### src/rtl/axis_pkt_gen.sv
// AXI-Stream packet source: one packet of len_bytes per start pulse, counter or LFSR payload.
// Define AXIS_PKT_GEN_LFSR_EN to replace the incrementing payload with a 32-bit Galois LFSR.
module axis_pkt_gen #(
    parameter int unsigned LEN_W = 16
) (
    input  logic             aclk,
    input  logic             areset,
    input  logic             start,
    input  logic [LEN_W-1:0] len_bytes,
    input  logic [31:0]      seed,
    output logic [31:0]      m_axis_tdata,
    output logic [3:0]       m_axis_tkeep,
    output logic             m_axis_tlast,
    output logic             m_axis_tvalid,
    input  logic             m_axis_tready,
    output logic             busy,
    output logic             done,
    output logic [31:0]      pkt_cnt
);

    typedef enum logic {
        IDLE,
        SEND
    } state_t;

    state_t           state;
    logic [LEN_W-2:0] beats_left;
    logic [1:0]       tail;
    logic [LEN_W:0]   len_round;
    logic [LEN_W-2:0] beats_req;
    logic [31:0]      first_data;
    logic             accept;

    // ceil(len/4) of a LEN_W-bit length always fits in LEN_W-1 bits
    assign len_round = {1'b0, len_bytes} + (LEN_W+1)'(3);
    assign beats_req = (LEN_W-1)'(len_round >> 2);
    assign accept    = m_axis_tvalid && m_axis_tready;

    function automatic logic [3:0] keep_for(input logic [1:0] t);
        logic [3:0] k;
        case (t)
            2'd1:    k = 4'h1;
            2'd2:    k = 4'h3;
            2'd3:    k = 4'h7;
            default: k = 4'hF;
        endcase
        return k;
    endfunction

`ifdef AXIS_PKT_GEN_LFSR_EN
    function automatic logic [31:0] next_data(input logic [31:0] x);
        return (x >> 1) ^ (x[0] ? 32'h8020_0003 : 32'h0000_0000);
    endfunction

    // An all-zero LFSR state would lock up, so a zero seed starts at 1
    assign first_data = (seed == 32'h0) ? 32'h0000_0001 : seed;
`else
    function automatic logic [31:0] next_data(input logic [31:0] x);
        return x + 32'd1;
    endfunction

    assign first_data = seed;
`endif

    always_ff @(posedge aclk or posedge areset) begin
        if (areset) begin
            state         <= IDLE;
            beats_left    <= '0;
            tail          <= '0;
            m_axis_tdata  <= '0;
            m_axis_tkeep  <= '0;
            m_axis_tlast  <= 1'b0;
            m_axis_tvalid <= 1'b0;
            busy          <= 1'b0;
            done          <= 1'b0;
            pkt_cnt       <= '0;
        end else begin
            done <= 1'b0;
            case (state)
                IDLE: begin
                    if (start && (len_bytes != '0)) begin
                        state         <= SEND;
                        m_axis_tvalid <= 1'b1;
                        busy          <= 1'b1;
                        m_axis_tdata  <= first_data;
                        beats_left    <= beats_req;
                        tail          <= len_bytes[1:0];
                        if (beats_req == (LEN_W-1)'(1)) begin
                            m_axis_tlast <= 1'b1;
                            m_axis_tkeep <= keep_for(len_bytes[1:0]);
                        end else begin
                            m_axis_tlast <= 1'b0;
                            m_axis_tkeep <= 4'hF;
                        end
                    end
                end
                SEND: begin
                    if (accept) begin
                        if (m_axis_tlast) begin
                            state         <= IDLE;
                            m_axis_tvalid <= 1'b0;
                            busy          <= 1'b0;
                            done          <= 1'b1;
                            pkt_cnt       <= pkt_cnt + 32'd1;
                        end else begin
                            // beats_left counts the beat being presented; 2 means the next is last
                            beats_left   <= beats_left - (LEN_W-1)'(1);
                            m_axis_tdata <= next_data(m_axis_tdata);
                            if (beats_left == (LEN_W-1)'(2)) begin
                                m_axis_tlast <= 1'b1;
                                m_axis_tkeep <= keep_for(tail);
                            end
                        end
                    end
                end
                default: state <= IDLE;
            endcase
        end
    end

endmodule
### config.mk
export PLATFORM = sky130hd
export DESIGN_NAME = axis_pkt_gen
export DESIGN_NICKNAME = d
export VERILOG_FILES = /design/src/rtl/axis_pkt_gen.sv
export SDC_FILE = /design/constraint.sdc
export NUM_CORES = 1
export LEC_CHECK = 0
export CAP_MARGIN = 40
export CELL_PAD_IN_SITES_DETAIL_PLACEMENT = 0
export CELL_PAD_IN_SITES_GLOBAL_PLACEMENT = 2
export CORE_MARGIN = 1
export CORE_UTILIZATION = 30
export CTS_CLUSTER_DIAMETER = 100
export DETAILED_ROUTE_END_ITERATION = 6
export PLACE_DENSITY_LB_ADDON = 0.1
export SYNTH_ARGS = -nofsm -noshare
export SYNTH_HDL_FRONTEND = slang
export SYNTH_SLANG_ARGS = --single-unit
### constraint.sdc
create_clock -name aclk -period 3.6 [get_ports aclk]
set_input_delay 0.54 -clock aclk [delete_from_list [all_inputs] [get_ports aclk]]
set_output_delay 0.54 -clock aclk [all_outputs]
set_load 0.01 [all_outputs]
# Word-level counts from Yosys, hierarchy flattened
# Cells that the tools add are included.
[totals]
register_bits = 89
input_bits = 52
out_inout_bits = 72
[classes]
add_sub_neg = 4
n_eq_ne = 13
muxes = 33
bitwise = 1
reduce_logical = 9
[ops]
columns = ["cell", "count"]
rows = [
  ["$mux W32", 3],
  ["$add A32 B1 Y32 const B", 2],
  ["$pmux W32 S2", 1],
  ["$mux W15", 3],
  ["$pmux W15 S2", 1],
  ["$pmux W4 S3", 2],
  ["$mux W4", 5],
  ["$add A16 B2 Y17 const B", 1],
  ["$reduce_bool A16 Y1", 1],
  ["$eq A15 B1 Y1 const B", 1],
  ["$eq A15 B2 Y1 const B", 1],
  ["$sub A15 B1 Y15 const B", 1],
  ["$mux W1", 14],
  ["$reduce_and A3 Y1", 3],
  ["$eq A2 B2 Y1 const B", 4],
  ["$pmux W4 S2", 1],
  ["$ne A2 B2 Y1 const B", 3],
  ["$pmux W1 S2", 3],
  ["$eq A2 B1 Y1 const B", 2],
  ["$ne A2 B1 Y1 const B", 2],
  ["$reduce_and A2 Y1", 2],
  ["$reduce_and A4 Y1", 1],
  ["$logic_and A1 B1 Y1", 2],
  ["$not A1 Y1", 1],
]

# Logic depth before layout (Yosys ltp)
[logic_depth]
word_depth = 6
ltp_mapped = 10
mapped_depth_nobuf = 8

# Least setup slack after synthesis
# No wires, ideal clock.
[synth_path]
kind = "input to register"
start = "input port len_bytes[1]"
end = "register beats_left[4]"
setup_time_ps = 135
arrival_ps = 2259
required_time_ps = 3465
setup_slack_ps = 1206
cell_stages = 9
path_buffers = 2
cell_sequence = "inv_1 -> ha_1 -> inv_1 -> or3_1 -> o21ai_0 -> clkbuf_1 -> a21o_1 -> clkbuf_1 -> o21ai_0"
[synth_between]
elab_chain_len = 4
elab_cells_between_ends = 7
classes_between = "add/sub: 1; eq/ne: 1; mux: 2; reduce/logical: 3"
[synth_rtl]
columns = ["element", "line", "source"]
rows = [
  ["start, declared", "9", "input logic [LEN_W-1:0] len_bytes,"],
  ["parallel branches: the longest is 4 deep, another holds $add A16 B2 Y17", "--", ""],
  ["end signal, assigned", "86", "beats_left <= beats_req;"],
  ["end signal, assigned", "107", "beats_left <= beats_left - (LEN_W-1)'(1);"],
  ["end, declared", "27", "logic [LEN_W-2:0] beats_left;"],
]
# Parallel ways; which one is timed is not known. The select of a mux whose other input is x is not followed.
# A chain may end at the register's enable or synchronous reset.

# Final worst setup path
[layout_path]
start = "input port len_bytes[4]"
end = "register m_axis_tkeep[2]"
[layout_between]
elab_chain_len = 5
elab_cells_between_ends = 9
classes_between = "add/sub: 1; eq/ne: 2; mux: 3; reduce/logical: 3"
[layout_rtl]
columns = ["element", "line", "source"]
rows = [
  ["$add A16 B2 Y17", "35", "assign len_round = {1'b0, len_bytes} + (LEN_W+1)'(3);"],
  ["$eq A15 B1 Y1", "88", "if (beats_req == (LEN_W-1)'(1)) begin"],
  ["$mux W4", "88", ""],
  ["$mux W4", "81", "if (start && (len_bytes != '0)) begin"],
  ["$pmux W4 S2", "79", "case (state)"],
  ["end signal, assigned", "90", "m_axis_tkeep <= keep_for(len_bytes[1:0]);"],
  ["end signal, assigned", "111", "m_axis_tkeep <= keep_for(tail);"],
  ["end, declared", "12", "output logic [3:0] m_axis_tkeep,"],
]
# Parallel ways exist; a longest one is shown, timed or not. The select of a mux whose other input is x is not followed.

==> run summary <==
Status -> finished, final reports clean
Largest net degree at the start of global routing -> 58
Cells after Synth -> 595
TNS Setup -> 0 ps
Synth Register Bits -> 89
Post-synth net total -> 656
Initial antenna violation count -> 1
Post-Syn Area per Cell -> 8.73 um2
Setup Viol. Count Final -> 0
Post-Layout Cell Count -> 937
Vias in the first global route -> 4,791
Gpl congestion -> 0.868
FMAX -> 349 MHz
Clk Latency, worst-skew pair -> 350 ps
Slew HR -> 0.533
GRT Overall Usage -> 0.179
Number of enable flip-flop cells after synthesis -> 0
Number of setup buffers added after CTS -> 0
Placed cell area -> 6700 um2
Worst-Margin Slew -> 694 ps
Register area share after synthesis -> 0.429
Chip width -> 134 um
Port buffer count -> 123
GRT overflow -> 0
Num rows -> 47
Hpwl dp -> 11.3 mm
Layout area overhead -> 35.0%
RSZ-0062 raised after global routing -> false
Most used DFF post-synth -> dfrtp_1
Clock slew at reported path FFs -> 70 ps
Fillers -> 1,687
Pleak -> 2.89 nW
Final Hold Vio Count -> 0
Final Critical Period -> 2860 ps
Worst path arrival time -> 3080 ps
YS warnings -> 0
Critical Path End Type -> flop
CTS Buffer Depth -> 2
Ys async rst share -> 1.00
Iter 0 DRT Violations -> 234
Storage cell area -> 2230 um2
Final WL -> 15.5 mm
Total I/O pin count -> 124
Worst clock skew -> 6.26 ps
Placement Setup Slack -> 355 ps
Ant diodes -> 0
Final period utilization -> 0.796
DP Cell Count -> 921
Max Cap Viol -> 0
Worst vdd ir -> 0.000248 V
Yosys cell types -> 55
Layout Nets -> 773
Type of the worst setup path -> primary input to flop
Die area -> 17,800 um2
CTS tree -> done
Pwr dens -> 453 nW/um2
Multi-input logic area -> 2790 um2
Core area -> 16,800 um2
Die height -> 134 um
Residual DRC count -> 0
Total power -> 3.18 mW
Most frequent cells in the layout -> clkdlybuf4s50_1, dfrtp_1, nand2_1
CTS Buf Count -> 9
Overall via count from detail_route -> 4,869
Commonest non-fill, non-tap cell in the layout -> clkdlybuf4s50_1
Via density per instance -> 5.20
Critical Path Start Type -> primary input
CP Max Fanout -> 7
Syn Std Cell Area -> 5190 um2
First-pass GRT wire length -> 25.3 mm
CTS H-tree lvls -> 3
CTS Hold Bufs -> 0
Root buf cell -> clkbuf_16
Avg WL per Cell -> 16.5 um
HP Class -> flop to flop
Initial core utilization -> 0.310
Design Area, Final -> 7010 um2
Worst EP required -> 3810 ps
Setup WS post-layout -> 735 ps
Drt pass-1 iters -> 4
CTS Sinks -> 89
Share of layout cells above drive strength 1 -> 0.0711
Detail Route Antenna Nets -> 0
# resized after CTS -> 0
Slew Limit Fails -> 0
==> area by class of cell <==
type,instances,area share
Multi-Input combinational cell,460,0.399
Sequential cell,89,0.318
Timing Repair Buffer,139,0.193
Tap cell,220,0.0393
Clock buffer,9,0.0321
Clock inverter,7,0.0120
Inverter,13,0.00714
==> worst max-delay path: stages <==
cell	delay, ps
clkdlybuf4s50_1	560
nand4_1	320
nor3_1	490
nand3_1	130
a2111o_1	430
nor3_1	460
a31oi_1	150
==> cells in the mapped netlist, drive strengths merged (9+ instances only) <==
| master | count | area [um2] |
|---|---|---|
| a21oi | 60 | 300 |
| and3 | 14 | 87.6 |
| clkbuf | 26 | 97.6 |
| dfrtp | 89 | 2230 |
| ha | 9 | 113 |
| inv | 12 | 45.0 |
| nand2 | 80 | 300 |
| nand3 | 31 | 155 |
| nand4 | 21 | 131 |
| nor2 | 32 | 123 |
| nor3 | 13 | 65.1 |
| o21ai | 38 | 190 |
| o22ai | 25 | 170 |
| xnor2 | 29 | 254 |
| xor2 | 19 | 166 |
==> sequential cells by signal, indices dropped and copies added (netlist names) <==
register      count
done              1
busy              1
beats_left       15
tail              2
m_axis_tdata     32
m_axis_tkeep      4
state             1
m_axis_tlast      1
pkt_cnt          32
==> stage by stage <==
stage,utilization,hold slack (ps)
2_1_floorplan,-,472
3_3_place_gp,0.400,456
3_5_place_dp,0.400,467
4_1_cts,0.418,490
5_1_grt,0.418,492
6_report,0.418,476
==> power breakdown <==
group	total, mW	switching, mW	internal, mW
sequential	1.37	0.205	1.16
clock	1.00	0.449	0.553
combinational	0.807	0.386	0.421
total	3.18	1.04	2.14
==> worst paths after layout <==
check / cells after the start / endpoint / slack [ps] / start
max: 7 / m_axis_tkeep[2] / 740 / len_bytes[4]
min: 1 / pkt_cnt[31] / 480 / pkt_cnt[31]
max reg2reg: 6 / m_axis_tkeep[3] / 1070 / beats_left[6]
min reg2reg: 1 / pkt_cnt[31] / 480 / pkt_cnt[31]
max in group asynchronous: 3 / pkt_cnt[23] / 2220 / areset
min in group asynchronous: 2 / m_axis_tdata[24] / 570 / areset
==> kinds of logic after synthesis <==
logic type,Yosys count,synth area share
adder cells (fa/ha/maj),9,0.0217
AO/OA/AOI/OAI,164,0.192
flip-flops,89,0.429
multiplexers,10,0.0202
XOR/XNOR,48,0.0809
buffers and inverters,46,0.0354
AND/OR/NAND/NOR,229,0.221
==> routing by layer <==
layer  up-vias  wire length [um]  part of all wire  track usage
met5         -                 0                 0            0
met2       115              7180              0.46        0.289
met3         9               664             0.043       0.0358
met4         0               109            0.0071       0.0429
met1      2340              7500              0.49        0.246
li1       2405                 -                 -            -
(Power assumes the default switching activity.)
